==> config.mk <==
export PLATFORM = sky130hd
export DESIGN_NAME = activation_sequencer
export DESIGN_NICKNAME = d
export VERILOG_FILES = /design/src/rtl/activation_sequencer.sv
export SDC_FILE = /design/constraint.sdc
export NUM_CORES = 1
export LEC_CHECK = 0
export ABC_AREA = 1
export BUFFER_PORTS_ARGS = -buffer_cell sky130_fd_sc_hd__buf_4
export CAP_MARGIN = 20
export CELL_PAD_IN_SITES_DETAIL_PLACEMENT = 0
export CELL_PAD_IN_SITES_GLOBAL_PLACEMENT = 1
export CORE_ASPECT_RATIO = 1.4
export CORE_UTILIZATION = 38
export CTS_BUF_LIST = sky130_fd_sc_hd__clkbuf_4 sky130_fd_sc_hd__clkbuf_8 sky130_fd_sc_hd__clkbuf_16
export CTS_CLUSTER_SIZE = 10
export DETAILED_ROUTE_END_ITERATION = 10
export GPL_TIMING_DRIVEN = 1
export PLACE_DENSITY_LB_ADDON = 0.12
export SETUP_SLACK_MARGIN = 0.4
export SKIP_CTS_REPAIR_TIMING = 1
export SYNTH_ARGS = -nofsm -noshare
export SYNTH_HDL_FRONTEND = slang
export SYNTH_SLANG_ARGS = --single-unit
==> constraint.sdc <==
create_clock -name clk -period 6.06 [get_ports clk]
set_input_delay 1.212 -clock clk [delete_from_list [all_inputs] [get_ports clk]]
set_output_delay 1.212 -clock clk [all_outputs]
set_load 0.005 [all_outputs]
==> src/rtl/activation_sequencer.sv <==
// activation_sequencer: job-driven controller that streams accumulator/target words through the
// activation pipeline and writes the int8 results to the UB. Define ACT_SEQ_LOSS_EN to add loss_sum.
module activation_sequencer #(
  parameter int unsigned ADDR_W     = 10,
  parameter int unsigned LEN_W      = 11,
  parameter int unsigned FIFO_DEPTH = 8
) (
  input  logic                     clk,
  input  logic                     rst,
  input  logic                     cmd_valid,
  output logic                     cmd_ready,
  input  logic [ADDR_W-1:0]        cmd_src_addr,
  input  logic [ADDR_W-1:0]        cmd_dst_addr,
  input  logic [LEN_W-1:0]         cmd_len,
  input  logic                     cmd_passthrough,
  input  logic                     cmd_unsigned,
  input  logic signed [15:0]       cmd_norm_gain,
  input  logic signed [31:0]       cmd_norm_bias,
  input  logic [4:0]               cmd_norm_shift,
  input  logic signed [15:0]       cmd_q_inv_scale,
  input  logic signed [7:0]        cmd_q_zero_point,
  output logic                     cfg_passthrough,
  output logic                     cfg_unsigned,
  output logic signed [15:0]       cfg_norm_gain,
  output logic signed [31:0]       cfg_norm_bias,
  output logic [4:0]               cfg_norm_shift,
  output logic signed [15:0]       cfg_q_inv_scale,
  output logic signed [7:0]        cfg_q_zero_point,
  output logic                     acc_rd_en,
  output logic [ADDR_W-1:0]        acc_rd_addr,
  input  logic [31:0]              acc_rd_data,
  input  logic [31:0]              tgt_rd_data,
  output logic                     pipe_valid_in,
  output logic [31:0]              pipe_acc_in,
  output logic [31:0]              pipe_target_in,
  input  logic                     pipe_valid_out,
  input  logic [7:0]               pipe_data,
  input  logic                     pipe_loss_valid,
  input  logic signed [31:0]       pipe_loss,
  output logic                     ub_wr_en,
  output logic [ADDR_W-1:0]        ub_wr_addr,
  output logic [7:0]               ub_wr_data,
  input  logic                     ub_wr_ready,
`ifdef ACT_SEQ_LOSS_EN
  output logic signed [47:0]       loss_sum,
`endif
  output logic                     busy,
  output logic                     done,
  output logic                     err
);

  localparam int unsigned PTR_W = $clog2(FIFO_DEPTH);
  localparam int unsigned CRD_W = PTR_W + 1;
  localparam logic [CRD_W-1:0] CRD_ONE  = CRD_W'(1);
  localparam logic [CRD_W-1:0] CRD_FULL = CRD_W'(FIFO_DEPTH);
  localparam logic [PTR_W:0]   PTR_ONE  = (PTR_W + 1)'(1);
  localparam logic [LEN_W-1:0] LEN_ONE  = LEN_W'(1);

  typedef enum logic [1:0] {IDLE, RUN, DRAIN} state_t;

  state_t             state, state_nxt;
  logic [ADDR_W-1:0]  src_q, dst_q;
  logic [LEN_W-1:0]   len_q, issued, written, issued_inc;
  logic [CRD_W-1:0]   credits;
  logic [PTR_W:0]     rd_ptr, wr_ptr;
  logic [7:0]         mem [FIFO_DEPTH];
  logic               pvi_q;
  logic               cmd_fire, rd_fire, push, pop, fifo_empty, fifo_full;

  assign cmd_fire   = cmd_valid && cmd_ready;
  assign issued_inc = issued + LEN_ONE;
  assign rd_fire    = (state == RUN) && (issued != len_q) && (credits != '0);
  assign fifo_empty = (rd_ptr == wr_ptr);
  assign fifo_full  = (rd_ptr[PTR_W] != wr_ptr[PTR_W]) &&
                      (rd_ptr[PTR_W-1:0] == wr_ptr[PTR_W-1:0]);
  // Results arriving while idle belong to no job and are discarded.
  assign push       = pipe_valid_out && (state != IDLE);
  assign pop        = !fifo_empty && ub_wr_ready;

  always_ff @(posedge clk) begin
    if (rst) state <= IDLE;
    else     state <= state_nxt;
  end

  always_comb begin
    state_nxt = state;
    unique case (state)
      IDLE:    if (cmd_fire) state_nxt = RUN;
      RUN:     if ((issued == len_q) || (rd_fire && (issued_inc == len_q))) state_nxt = DRAIN;
      DRAIN:   if (written == len_q) state_nxt = IDLE;
      default: state_nxt = IDLE;
    endcase
  end

  always_comb begin
    cmd_ready      = (state == IDLE) && !rst;
    busy           = (state != IDLE);
    done           = (state == DRAIN) && (written == len_q);
    acc_rd_en      = rd_fire;
    acc_rd_addr    = src_q + ADDR_W'(issued);
    pipe_valid_in  = pvi_q;
    pipe_acc_in    = pvi_q ? acc_rd_data : '0;
    pipe_target_in = pvi_q ? tgt_rd_data : '0;
    ub_wr_en       = !fifo_empty;
    ub_wr_addr     = dst_q + ADDR_W'(written);
    ub_wr_data     = fifo_empty ? '0 : mem[rd_ptr[PTR_W-1:0]];
  end

  always_ff @(posedge clk) begin
    if (rst) begin
      src_q            <= '0;
      dst_q            <= '0;
      len_q            <= '0;
      issued           <= '0;
      written          <= '0;
      credits          <= CRD_FULL;
      rd_ptr           <= '0;
      wr_ptr           <= '0;
      pvi_q            <= 1'b0;
      err              <= 1'b0;
      cfg_passthrough  <= 1'b0;
      cfg_unsigned     <= 1'b0;
      cfg_norm_gain    <= '0;
      cfg_norm_bias    <= '0;
      cfg_norm_shift   <= '0;
      cfg_q_inv_scale  <= '0;
      cfg_q_zero_point <= '0;
    end else begin
      pvi_q <= rd_fire;
      if (cmd_fire) begin
        src_q            <= cmd_src_addr;
        dst_q            <= cmd_dst_addr;
        len_q            <= cmd_len;
        issued           <= '0;
        written          <= '0;
        cfg_passthrough  <= cmd_passthrough;
        cfg_unsigned     <= cmd_unsigned;
        cfg_norm_gain    <= cmd_norm_gain;
        cfg_norm_bias    <= cmd_norm_bias;
        cfg_norm_shift   <= cmd_norm_shift;
        cfg_q_inv_scale  <= cmd_q_inv_scale;
        cfg_q_zero_point <= cmd_q_zero_point;
      end else begin
        if (rd_fire) issued  <= issued_inc;
        if (pop)     written <= written + LEN_ONE;
      end
      // One credit per word between read issue and UB acceptance.
      if (rd_fire && !pop)      credits <= credits - CRD_ONE;
      else if (pop && !rd_fire) credits <= credits + CRD_ONE;
      if (push) begin
        if (fifo_full) err    <= 1'b1;
        else           wr_ptr <= wr_ptr + PTR_ONE;
      end
      if (pop) rd_ptr <= rd_ptr + PTR_ONE;
    end
  end

  always_ff @(posedge clk) begin
    if (push && !fifo_full) mem[wr_ptr[PTR_W-1:0]] <= pipe_data;
  end

`ifdef ACT_SEQ_LOSS_EN
  always_ff @(posedge clk) begin
    if (rst)                         loss_sum <= '0;
    else if (cmd_fire)               loss_sum <= '0;
    else if (pipe_loss_valid && busy) loss_sum <= loss_sum + {{16{pipe_loss[31]}}, pipe_loss};
  end
`else
  logic unused_loss;
  assign unused_loss = ^{pipe_loss_valid, pipe_loss};
`endif

endmodule
* After elaboration in Yosys (flattened, before gate mapping) *
Memories as Yosys holds them, arrays and structs flattened. A register that Yosys moved wholly into a read port is not among the register bits.
Cells that the tools add are included.

cells by class
  mux-type cells = 13
  reductions and logical operators = 26
  equal/unequal tests = 12
  add/subtract/negate cells = 8
  bitwise logic cells = 1

operators by type and width
  kind                                                                   count
  32-bit 2-to-1 mux                                                      2
  11-bit equality test                                                   3
  11-bit by 1-bit adder with 11-bit output, second input constant        2
  10-bit adder                                                           2
  4-bit by 1-bit adder with 4-bit output, second input constant          3
  1-bit logical AND                                                      12
  11-bit inequality test                                                 1
  4-bit 2-to-1 mux                                                       2
  8-bit 2-to-1 mux                                                       1
  2-bit 2-to-1 mux                                                       3
  3-bit 2-to-1 mux                                                       2
  2-bit one-hot mux with 3 select lines                                  1
  1-bit logical NOT                                                      5
  4-bit equality test                                                    1
  2-bit inequality test, second input constant                           2
  2-bit AND reduction                                                    2
  2-bit nonzero test                                                     2
  4-bit nonzero test                                                     1
  4-bit by 1-bit subtractor with 4-bit output, second input constant     1
  3-bit equality test                                                    1
  3-bit AND reduction                                                    1
  2-bit by 1-bit equality test with 1-bit output, second input constant  1
  2-bit equality test, second input constant                             1
  2-bit logical NOT                                                      1
  6 further kinds                                                        7

word-level totals
  flip-flop bits (word level) = 148
  input bits = 220
  memories kept = 1
  word-level logic and storage cells = 79
  bits in writable memories = 64
  output and inout port bits = 178

memory list
  memory  depth  width  rd ports  clocked after Yosys merged registers in  wr ports  line  text
  mem     8      8      1         1                                        1         66    logic [7:0] mem [FIFO_DEPTH];

* Logic depth before layout (Yosys ltp) *
Gate-level depths: netlist of run 1.

  depth in word-level cells = 7
  depth in mapped cells = 19
  mapped depth without buffers = 18

* Least setup slack after synthesis of run 1 *
Ideal clock, no wire load.

  kind = input-to-output
  start = input rst
  end = output cmd_ready
  slack = 3.005 ns
  stages on the path = 4
  path buffers = 3
  arrival time = 1.843 ns
  data required time = 4.848 ns
  cells stage by stage = buf_2 -> nor2_4 -> buf_2 -> buf_2

between the ends
  cells in the longest elaborated chain, start to end = 2

RTL lines
  element            line  text
  start, declared    9     input logic rst,
  1-bit logical NOT  96    cmd_ready = (state == IDLE) && !rst;
  1-bit logical AND  96
  end, declared      11    output logic cmd_ready,

Every way passes these cells.

* Worst setup path after layout of run 1 *
  start = register issued[0]
  end = output acc_rd_addr[8]

between the ends
  cells in the longest elaborated chain, start to end = 1

RTL lines
  element                 line  text
  start, declared         63    logic [LEN_W-1:0] len_q, issued, written, issued_inc;
  start signal, assigned  144   if (rd_fire) issued <= issued_inc;
  10-bit adder            100   acc_rd_addr = src_q + ADDR_W'(issued);
  end, declared           30    output logic [ADDR_W-1:0] acc_rd_addr,

Every way passes these cells.

==> results by group, run 1 <==
Critical path
  • Crit end category: primary output
  • Setup crit start: issued[0]
  • Critical Path Sink: acc_rd_addr[8]
  • Crit Path Max Fanout: 6
  • R2R Path Start: issued[0]
  • Worst R2R Path Depth: 17
  • CP max stage cell: dfxtp_1
  • Startpoint class of the critical path: flop
  • Critical path, cell by cell: ha_1 > inv_1 > fa_1 > o21ai_0 > nand4_1 > o211ai_1 > xor2_1 > buf_4
  • Worst path max stage delay: 470 ps
  • R2r setup slk: 2960 ps
  • FF-to-FF End: credits[3]
  • Kind of critical path: flop to primary output
  • CP Data Required Time: 4850 ps
  • Critical Path AT: 2680 ps

Floorplanning
  • Count of standard-cell rows: 69
  • Starting density of the core: 0.387
  • IO Count: 398
  • Core area: 25400 sq um
  • Die span in x: 138 microns
  • Die ar.: 26500 sq um
  • Die height: 192 microns

Timing
  • Slew of the pin with the lowest slew margin: 1120 ps
  • Endpoints failing hold: 0
  • Max Freq: 257 MHz
  • Final Slew Violations: 0
  • Final setup margin: 2170 ps
  • Setup TNS Final: 0 ps
  • Slew HR: 0.255
  • Final Cycle Share: 0.642
  • RSZ-0062 raised after global routing: false
  • Clk_skew: 17.0 ps
  • Final Setup Violations: 0
  • Minimum clock period: 3890 ps
  • Min Hold Slack: 462 ps

Global routing
  • Initial antenna violation count: 0
  • Vias in the first global route: 8295
  • Pin count of the biggest net entering global routing: 105
  • GRT Total Usage: 0.205
  • GR Overflow Total: 0
  • First-pass GRT wire length: 42900 microns

Routing
  • Vias per cell: 4.99
  • WL per Instance: 16.2 microns
  • DR pass1 iterations: 5
  • Antenna Nets Post-Route: 0
  • Initial DRC count: 420
  • # DRC: 0
  • Via count: 8742
  • Wirelength, routed: 28300 microns

Placement
  • Gpl congestion: 0.843
  • HPWL Detailed: 20200 microns
  • Post-place setup slack: 2090 ps
  • # port buffers: 364
  • Cell area after placement: 12700 sq um

Status
  • Outcome: finished clean

Logic synthesis
  • Seq/Total Area, Yosys: 0.503
  • Mapped Nets: 1332
  • Unique masters post-synth: 41
  • Seq cells post-synth: 215
  • Most common cell in the netlist: nand2_1
  • Cell area after synthesis: 9830 sq um
  • Syn avg cell area: 9.07 sq um
  • Area leader, netlist: dfxtp_1
  • Synth top cells by count: 180 x nand2_1, 151 x dfxtp_1, 138 x inv_1
  • Post-synth top flop: dfxtp_1
  • Post-synth top area share: 0.307
  • Async S/R FF share, synth: 0
  • Area contributors post-synth: dfxtp_1 31%, edfxtp_1 20%, a32o_1 10%, nand2_1 6.9%, inv_1 5.3%
  • Ys Warns: 0
  • Number of flops mapped to enable cells by yosys: 64
  • Synth Instances: 1084

Flow run
  • Max-cap viol count: 0

Layout
  • Core Util, Final: 0.532
  • Nets: 1669
  • Layout cell share with drive strength beyond 1: 0.301
  • Post-route cell area: 13500 sq um
  • Area growth, synth to finish: 37.3%
  • Multi-input gate area: 4060 sq um
  • Diodes inserted: 0
  • Reg area: 4950 sq um
  • Fillers: 2412

Power
  • Max VDD drop: 0.000220 V
  • Leak Pwr: 0.00641 uW
  • Power Density: 301 nW/um^2

Clocking
  • Clock root cell: clkbuf_16
  • Clk slew on worst S/H paths: 60 ps
  • Cts bufs inserted: 26
  • CTS tree: built
  • CTS Buffer Depth: 3
  • CTS H-tree depth: 1
  • Skew-Pair Late Insertion Delay: 540 ps
  • Sink Count: 215

Min path
  • Min-Delay Path Class: flop to flop
## per-stage QoR
| step | cells | power, uW |
|---|---|---|
| floorplan | 1084 | 2230 |
| global placement | 1712 | 2680 |
| detailed placement | 1712 | 2690 |
| CTS | 1752 | 4130 |
| global route | 1752 | 4290 |
| finish | 1752 | 4070 |
## state kept, by name, summed over array words and instances, names as in the netlist, 8 cells and up, named ones only
signal	cells
dst_q	10
cfg_norm_gain	16
cfg_norm_bias	32
written	11
cfg_q_inv_scale	16
src_q	10
issued	11
mem	64
len_q	11
cfg_q_zero_point	8
## layout make-up
class                      instances  share of cell area
sequential                       215               0.366
multi-input combinational        667               0.301
timing repair buffer             369               0.205
clock buffer                      37              0.0552
inverter                         142              0.0396
tap                              319              0.0296
clock inverter                     3             0.00324
## critical path, delay by kind of cell, from the launching register on
kind | cells | cell delay, ps
fa+ha+maj | 2 | 640
flops | 1 | 470
buf+inv | 2 | 200
xor+xnor | 1 | 190
simple gates | 1 | 130
compound gates | 2 | 500
## how the worst min path moves through the flow
stage,start,endpoint,cells after the start
detailed placement,cfg_q_inv_scale[2],cfg_q_inv_scale[2],1
finish,cfg_q_zero_point[7],cfg_q_zero_point[7],1
CTS,cfg_q_inv_scale[2],cfg_q_inv_scale[2],1
global route,cfg_norm_bias[11],cfg_norm_bias[11],1
floorplan,credits[0],credits[0],1
global placement,cfg_norm_gain[12],cfg_norm_gain[12],1
## report_power, final
group	switching, uW	total, uW	internal [uW]	leakage [uW]
clock network	575	1430	851	0.000396
registers	101	1700	1600	0.00182
logic	493	943	449	0.00420
total	1170	4070	2900	0.00641
## layout by cell type (no fill, tap or decap), types with 3 or more instances in the layout
cell type	count
clkbuf_16	26
o22ai_1	8
a21oi_1	44
a31oi_1	9
fa_1	3
nand2_2	5
nand3_1	32
nor2_2	4
buf_4	369
nor3_1	9
o211ai_1	3
edfxtp_1	64
dfxtp_1	150
nand2_1	180
nor2_4	3
inv_1	138
inv_2	3
xor2_1	27
xnor2_1	27
a32o_1	101
ha_1	25
nor2_1	91
nand4_1	8
o21ai_0	70
clkbuf_4	9
## layer usage
layer / share of wire / global-route usage / vias to the layer above / wire length [microns]
met5: 0 / 0 / - / 0
met4: 0.023 / 0.0598 / 0 / 646
met3: 0.081 / 0.0567 / 40 / 2290
met2: 0.52 / 0.371 / 279 / 14600
met1: 0.38 / 0.230 / 4030 / 10800
li1: - / - / 4393 / -
## kinds of logic after synthesis
| kind of cell | Yosys count | share of synthesized area |
|---|---|---|
| compound gates | 244 | 0.180 |
| xor+xnor | 54 | 0.0481 |
| fa+ha+maj | 28 | 0.0379 |
| buf+inv | 202 | 0.0837 |
| flops | 215 | 0.503 |
| simple gates | 341 | 0.147 |
(Power assumes the default switching activity.)
==> run 2: changes to the inputs <==
Settings changed: CORE_UTILIZATION 38 to 35.
Clock period 6.06 ns to 3.59 ns, I/O delays scaled along.
==> results by group, run 2 (synthesis results as in run 1) <==
Status
  • Outcome: finished clean

Layout
  • Reg area: 4960 sq um (+0.23%)
  • Layout cell share with drive strength beyond 1: 0.318 (+0.0164)
  • Area growth, synth to finish: 39.9%
  • Nets: 1678 (+0.54%)
  • Most frequent cells in the layout: 377 x buf_4, 180 x nand2_1, 143 x dfxtp_1, 136 x inv_1, 101 x a32o_1
  • Multi-input gate area: 4120 sq um (+1.4%)
  • Diodes inserted: 0 (unchanged)
  • Fillers: 2678 (+11%)
  • Most common cell after layout, fill and taps aside: buf_4
  • Final std cells w/o fill: 1811 (+3.4%)
  • Post-route cell area: 13800 sq um (+1.8%)
  • Max FFs per register: 64 (unchanged)

Floorplanning
  • IO Count: 398 (unchanged)
  • Die ar.: 28800 sq um (+8.5%)
  • Die span in x: 144 microns (+4.1%)
  • Die height: 200 microns (+4.2%)
  • Count of standard-cell rows: 72 (+4.3%)
  • Core area: 27700 sq um (+9.0%)
  • Starting density of the core: 0.356 (-0.0319)

Critical path
  • Worst R2R Path Depth: 15 (-2)
  • R2R Path Start: rd_ptr[0]
  • Startpoint class of the critical path: flop
  • Kind of critical path: flop to primary output
  • Crit end category: primary output
  • FF-to-FF End: credits[3]
  • Critical Path AT: 2330 ps (-350 ps)
  • CP Data Required Time: 2870 ps (-1980 ps)
  • R2r setup slk: 970 ps (-1990 ps)
  • Crit Path Max Fanout: 5 (-1)

Clocking
  • CTS H-tree depth: 1 (unchanged)
  • Clock root cell: clkbuf_16
  • Sink Count: 215 (unchanged)
  • Cts bufs inserted: 26 (unchanged)
  • CTS tree: built
  • Skew-Pair Late Insertion Delay: 550 ps (about the same)
  • Clk slew on worst S/H paths: 60 ps (about the same)
  • CTS Buffer Depth: 3 (unchanged)

Routing
  • # DRC: 0 (unchanged)
  • Wirelength, routed: 29600 microns (+4.4%)
  • Via count: 8768 (+0.30%)
  • DR pass1 iterations: 5 (unchanged)
  • Vias per cell: 4.84 (-3.0%)
  • Antenna Nets Post-Route: 0 (unchanged)
  • WL per Instance: 16.3 microns (+0.97%)
  • Initial DRC count: 393 (-6.4%)

Global routing
  • Vias in the first global route: 8521 (+2.7%)
  • GR Overflow Total: 0 (unchanged)
  • Pin count of the biggest net entering global routing: 90 (-14%)
  • Initial antenna violation count: 0 (unchanged)
  • First-pass GRT wire length: 45000 microns (+5.0%)
  • GRT Total Usage: 0.200 (-0.00539)

Timing
  • Final Setup Violations: 0 (unchanged)
  • Final Slew Violations: 0 (unchanged)
  • Final setup margin: 538 ps (-1630 ps)
  • Slew of the pin with the lowest slew margin: 1000 ps (-115 ps)
  • Minimum clock period: 3050 ps
  • Setup TNS Final: 0 ps (unchanged)
  • Clk_skew: 12.0 ps (-4.91 ps)
  • Endpoints failing hold: 0 (unchanged)
  • RSZ-0062 raised after global routing: false
  • Final Cycle Share: 0.850
  • Slew HR: 0.331 (+0.0766)
  • Max Freq: 328 MHz

Placement
  • Post-place setup slack: 700 ps (-1390 ps)
  • # port buffers: 364 (unchanged)
  • HPWL Detailed: 21100 microns (+4.2%)
  • DP Cell Count: 1771 (+3.4%)
  • Cell area after placement: 12800 sq um (+0.97%)
  • Gpl congestion: 0.836 (-0.80%)

Power
  • Leak Pwr: 0.00648 uW (+1.1%)
  • Max VDD drop: 0.000394 V (+79%)
  • Power Density: 515 nW/um^2 (+71%)

Min path
  • Min-Delay Startpoint: cmd_len[9]
  • Min-Delay Path Class: input pin to flop
  • Hold path endpoint: len_q[9]
  • Hold Path Depth: 3 (+2)

Flow run
  • Max-cap viol count: 0 (unchanged)
[run 2: cell types whose count changed in the layout (fill, tap and decap cells not counted), sizes merged]
cell / previous run / this run
clkinvlp: 0 / 3
buf: 369 / 377
clkbuf: 37 / 36
inv: 141 / 139
bufinv: 0 / 2
clkinv: 4 / 2
[run 2: worst max-delay path by stage]
| stage | start | endpoint | slack, ps |
|---|---|---|---|
| detailed placement | issued[0] | acc_rd_addr[8] | 700 |
| global route | issued[2] | acc_rd_addr[7] | 410 |
| floorplan | issued[5] | credits[3] | 1120 |
| global placement | issued[0] | acc_rd_addr[8] | 730 |
| CTS | issued[0] | acc_rd_addr[8] | 120 |
| finish | written[0] | ub_wr_addr[8] | 540 |
[run 2: worst max-delay path: stages (launching register included)]
cell and delay (ps):
dfxtp_2 400, ha_1 190, inv_1 50, fa_1 430, o21ai_2 190, nand4_1 100, o211ai_1 110, xor2_1 170
buf_4 140
[run 2: power breakdown]
part	internal (uW)	switching (uW)
clock network	1580	1000
logic	778	874
registers	2700	156
total	5060	2030
[run 2: layer usage]
layer,part of all wire,GRT usage,vias to the layer above
li1,-,-,4409
met1,0.38,0.219,4063
met2,0.53,0.371,262
met3,0.069,0.0509,34
met4,0.018,0.0551,0
met5,0,0,-
[run 2: layout make-up]
cell class                      count  area share
Timing Repair Buffer              377       0.206
Clock inverter                      3     0.00655
Timing Repair inverter              1    0.000364
Tap cell                          370      0.0337
Clock buffer                       36      0.0541
Inverter                          142      0.0394
Sequential cell                   215       0.360
Multi-Input combinational cell    667       0.300
[run 2: per-stage QoR]
step | hold slack [ps] | utilization | power, uW
CTS | 377 | 0.494 | 7190
global route | 379 | 0.497 | 7480
finish | 400 | 0.497 | 7090
floorplan | 444 | - | 3770
global placement | 448 | 0.464 | 4550
detailed placement | 455 | 0.464 | 4570
==> run 3: changes to the inputs <==
Settings changed: CORE_UTILIZATION 35 to 28.
==> results by group, run 3 (synthesis results as in run 1) <==
Status
  • Outcome: finished clean

Power
  • Power Density: 504 nW/um^2 (-2.2%)
  • Switch Pwr: 2030 uW (+0.13%)
  • Max VDD drop: 0.000364 V (-7.6%)
  • Clock share of power: 0.351 (-0.013)
  • Sequential power share: 0.408 (+0.005)
  • Cell Int Power: 4950 uW (-2.2%)
  • Leak Pwr: 0.00651 uW (+0.47%)
  • Combinational power share: 0.241 (+0.008)
  • Net switching fraction of the power: 0.291 (+0.00474)

Floorplanning
  • Die span in x: 160 microns (+12%)
  • Starting density of the core: 0.286 (-0.0691)
  • Die ar.: 35900 sq um (+25%)
  • IO Count: 398 (unchanged)
  • Core area: 34300 sq um (+24%)
  • Die height: 224 microns (+12%)
  • Count of standard-cell rows: 80 (+11%)

Routing
  • # DRC: 0 (unchanged)
  • Antenna Nets Post-Route: 0 (unchanged)
  • DR pass1 iterations: 5 (unchanged)
  • Initial DRC count: 326 (-17%)
  • WL met2: 15800 microns (+1.1%)
  • Wirelength, routed: 31000 microns (+5.0%)
  • WL per Instance: 16.3 microns (-0.10%)
  • Via count: 8793 (+0.29%)
  • Vias per cell: 4.62 (-4.6%)
  • DR WL met3: 2270 microns (+12%)
  • Met1 wire length: 12100 microns (+6.8%)
  • Max layer used: met4

Timing
  • RSZ-0062 raised after global routing: true
  • Minimum clock period: 3040 ps (-7.97 ps)
  • Slew of the pin with the lowest slew margin: 840 ps (-163 ps)
  • Max Freq: 328 MHz (+0.26%)
  • Endpoints failing hold: 0 (unchanged)
  • Clk_skew: 9.01 ps (-3.04 ps)
  • Final Slew Violations: 0 (unchanged)
  • Final Setup Violations: 0 (unchanged)
  • Min Hold Slack: 416 ps (+16.3 ps)
  • Final Cycle Share: 0.848 (-0.00222)
  • Slew HR: 0.438 (+0.107)
  • Setup TNS Final: 0 ps (unchanged)

Layout
  • Diodes inserted: 0 (unchanged)
  • Core Util, Final: 0.403 (-0.0938)
  • Most frequent cells in the layout: 384 x buf_4, 180 x nand2_1, 145 x dfxtp_1, 137 x inv_1, 101 x a32o_1
  • Area growth, synth to finish: 40.9%
  • Most common cell after layout, fill and taps aside: buf_4
  • Max FFs per register: 64 (unchanged)
  • Nets: 1686 (+0.48%)
  • Layout cell share with drive strength beyond 1: 0.317 (-0.000342)

Global routing
  • First-pass GRT wire length: 47500 microns (+5.5%)
  • GR Overflow Total: 0 (unchanged)
  • Vias in the first global route: 8819 (+3.5%)
  • Pin count of the biggest net entering global routing: 112 (+24%)
  • GRT Total Usage: 0.167 (-0.0322)
  • Initial antenna violation count: 0 (unchanged)

Critical path
  • Crit Path Max Fanout: 5 (unchanged)
  • Critical Path AT: 2330 ps (about the same)
  • Critical path, cell by cell: ha_1 > inv_1 > fa_1 > o21ai_2 > nand4_1 > o211ai_1 > xor2_1 > buf_4
  • R2r setup slk: 920 ps (-50 ps)
  • Startpoint class of the critical path: flop
  • FF-to-FF End: credits[3]
  • Setup crit start: written[0]
  • Critical Path Sink: ub_wr_addr[8]
  • Kind of critical path: flop to primary output
  • CP Data Required Time: 2870 ps (about the same)
  • Worst R2R Path Depth: 17 (+2)
  • Crit end category: primary output
  • CP max stage cell: fa_1
  • Worst path max stage delay: 440 ps (about the same)
  • R2R Path Start: len_q[4]

Placement
  • Gpl congestion: 0.746 (-11%)
  • HPWL Detailed: 22000 microns (+4.3%)
  • # port buffers: 364 (unchanged)

Flow run
  • Max-cap viol count: 0 (unchanged)

Clocking
  • Cts bufs inserted: 26 (unchanged)
  • CTS tree: built
  • Clock root cell: clkbuf_16
  • CTS H-tree depth: 1 (unchanged)
  • Clk slew on worst S/H paths: 50 ps (about the same)
  • Sink Count: 215 (unchanged)
  • CTS Buffer Depth: 3 (unchanged)
  • Skew-Pair Late Insertion Delay: 540 ps (about the same)

Min path
  • Min-Delay Path Class: input pin to flop
run 3: cell type report:
cell class / instances / area, sq um
repair buffers: 386 / 2920
clock inverters: 2 / 23.8
clock buffers: 40 / 768
fillers: 3503 / 20500
multi-input cells: 667 / 4080
well taps: 451 / 564
inverters: 142 / 538
flip-flops and latches: 215 / 4950
run 3: layer usage:
layer / global-route usage / vias to the layer above
li1: - / 4419
met1: 0.184 / 4044
met2: 0.305 / 285
met3: 0.0472 / 45
met4: 0.0578 / 0
met5: 0 / -
run 3: per-stage QoR:
step                      worst slack (ps)  total power [uW]  cells  instance area [sq um]
after floorplan                       1120              3770   1084                   9830
after global placement                 749              4600   1859                  13000
after detailed placement               752              4620   1859                  13000
after CTS                              156              7130   1901                  13800
after global routing                   362              7400   1903                  13900
final                                  546              6980   1903                  13900
run 3: worst min-delay path by stage:
stage,start,to,slack [ps],depth (start not counted)
finish,cmd_len[4],len_q[4],420,3
global route,cmd_norm_bias[24],cfg_norm_bias[24],380,2
CTS,pipe_data[7],mem[2][7],380,1
detailed placement,cfg_norm_gain[13],cfg_norm_gain[13],450,1
global placement,cfg_norm_gain[13],cfg_norm_gain[13],450,1
floorplan,credits[0],credits[0],440,1
run 3: worst max-delay path: cells and delay by family, from the launching register on:
family | cells | cell delay, ps
fa+ha+maj | 2 | 630
flops | 1 | 390
compound gates | 2 | 290
buf+inv | 2 | 190
xor+xnor | 1 | 190
simple gates | 1 | 90
run 3: power by group through the flow:
stage	Clock, uW	Sequential (uW)	Combinational (uW)
global placement	0	2890	1710
floorplan	0	2870	894
finish	2450	2850	1680
CTS	2560	2850	1720
global route	2660	2880	1860
detailed placement	0	2900	1720
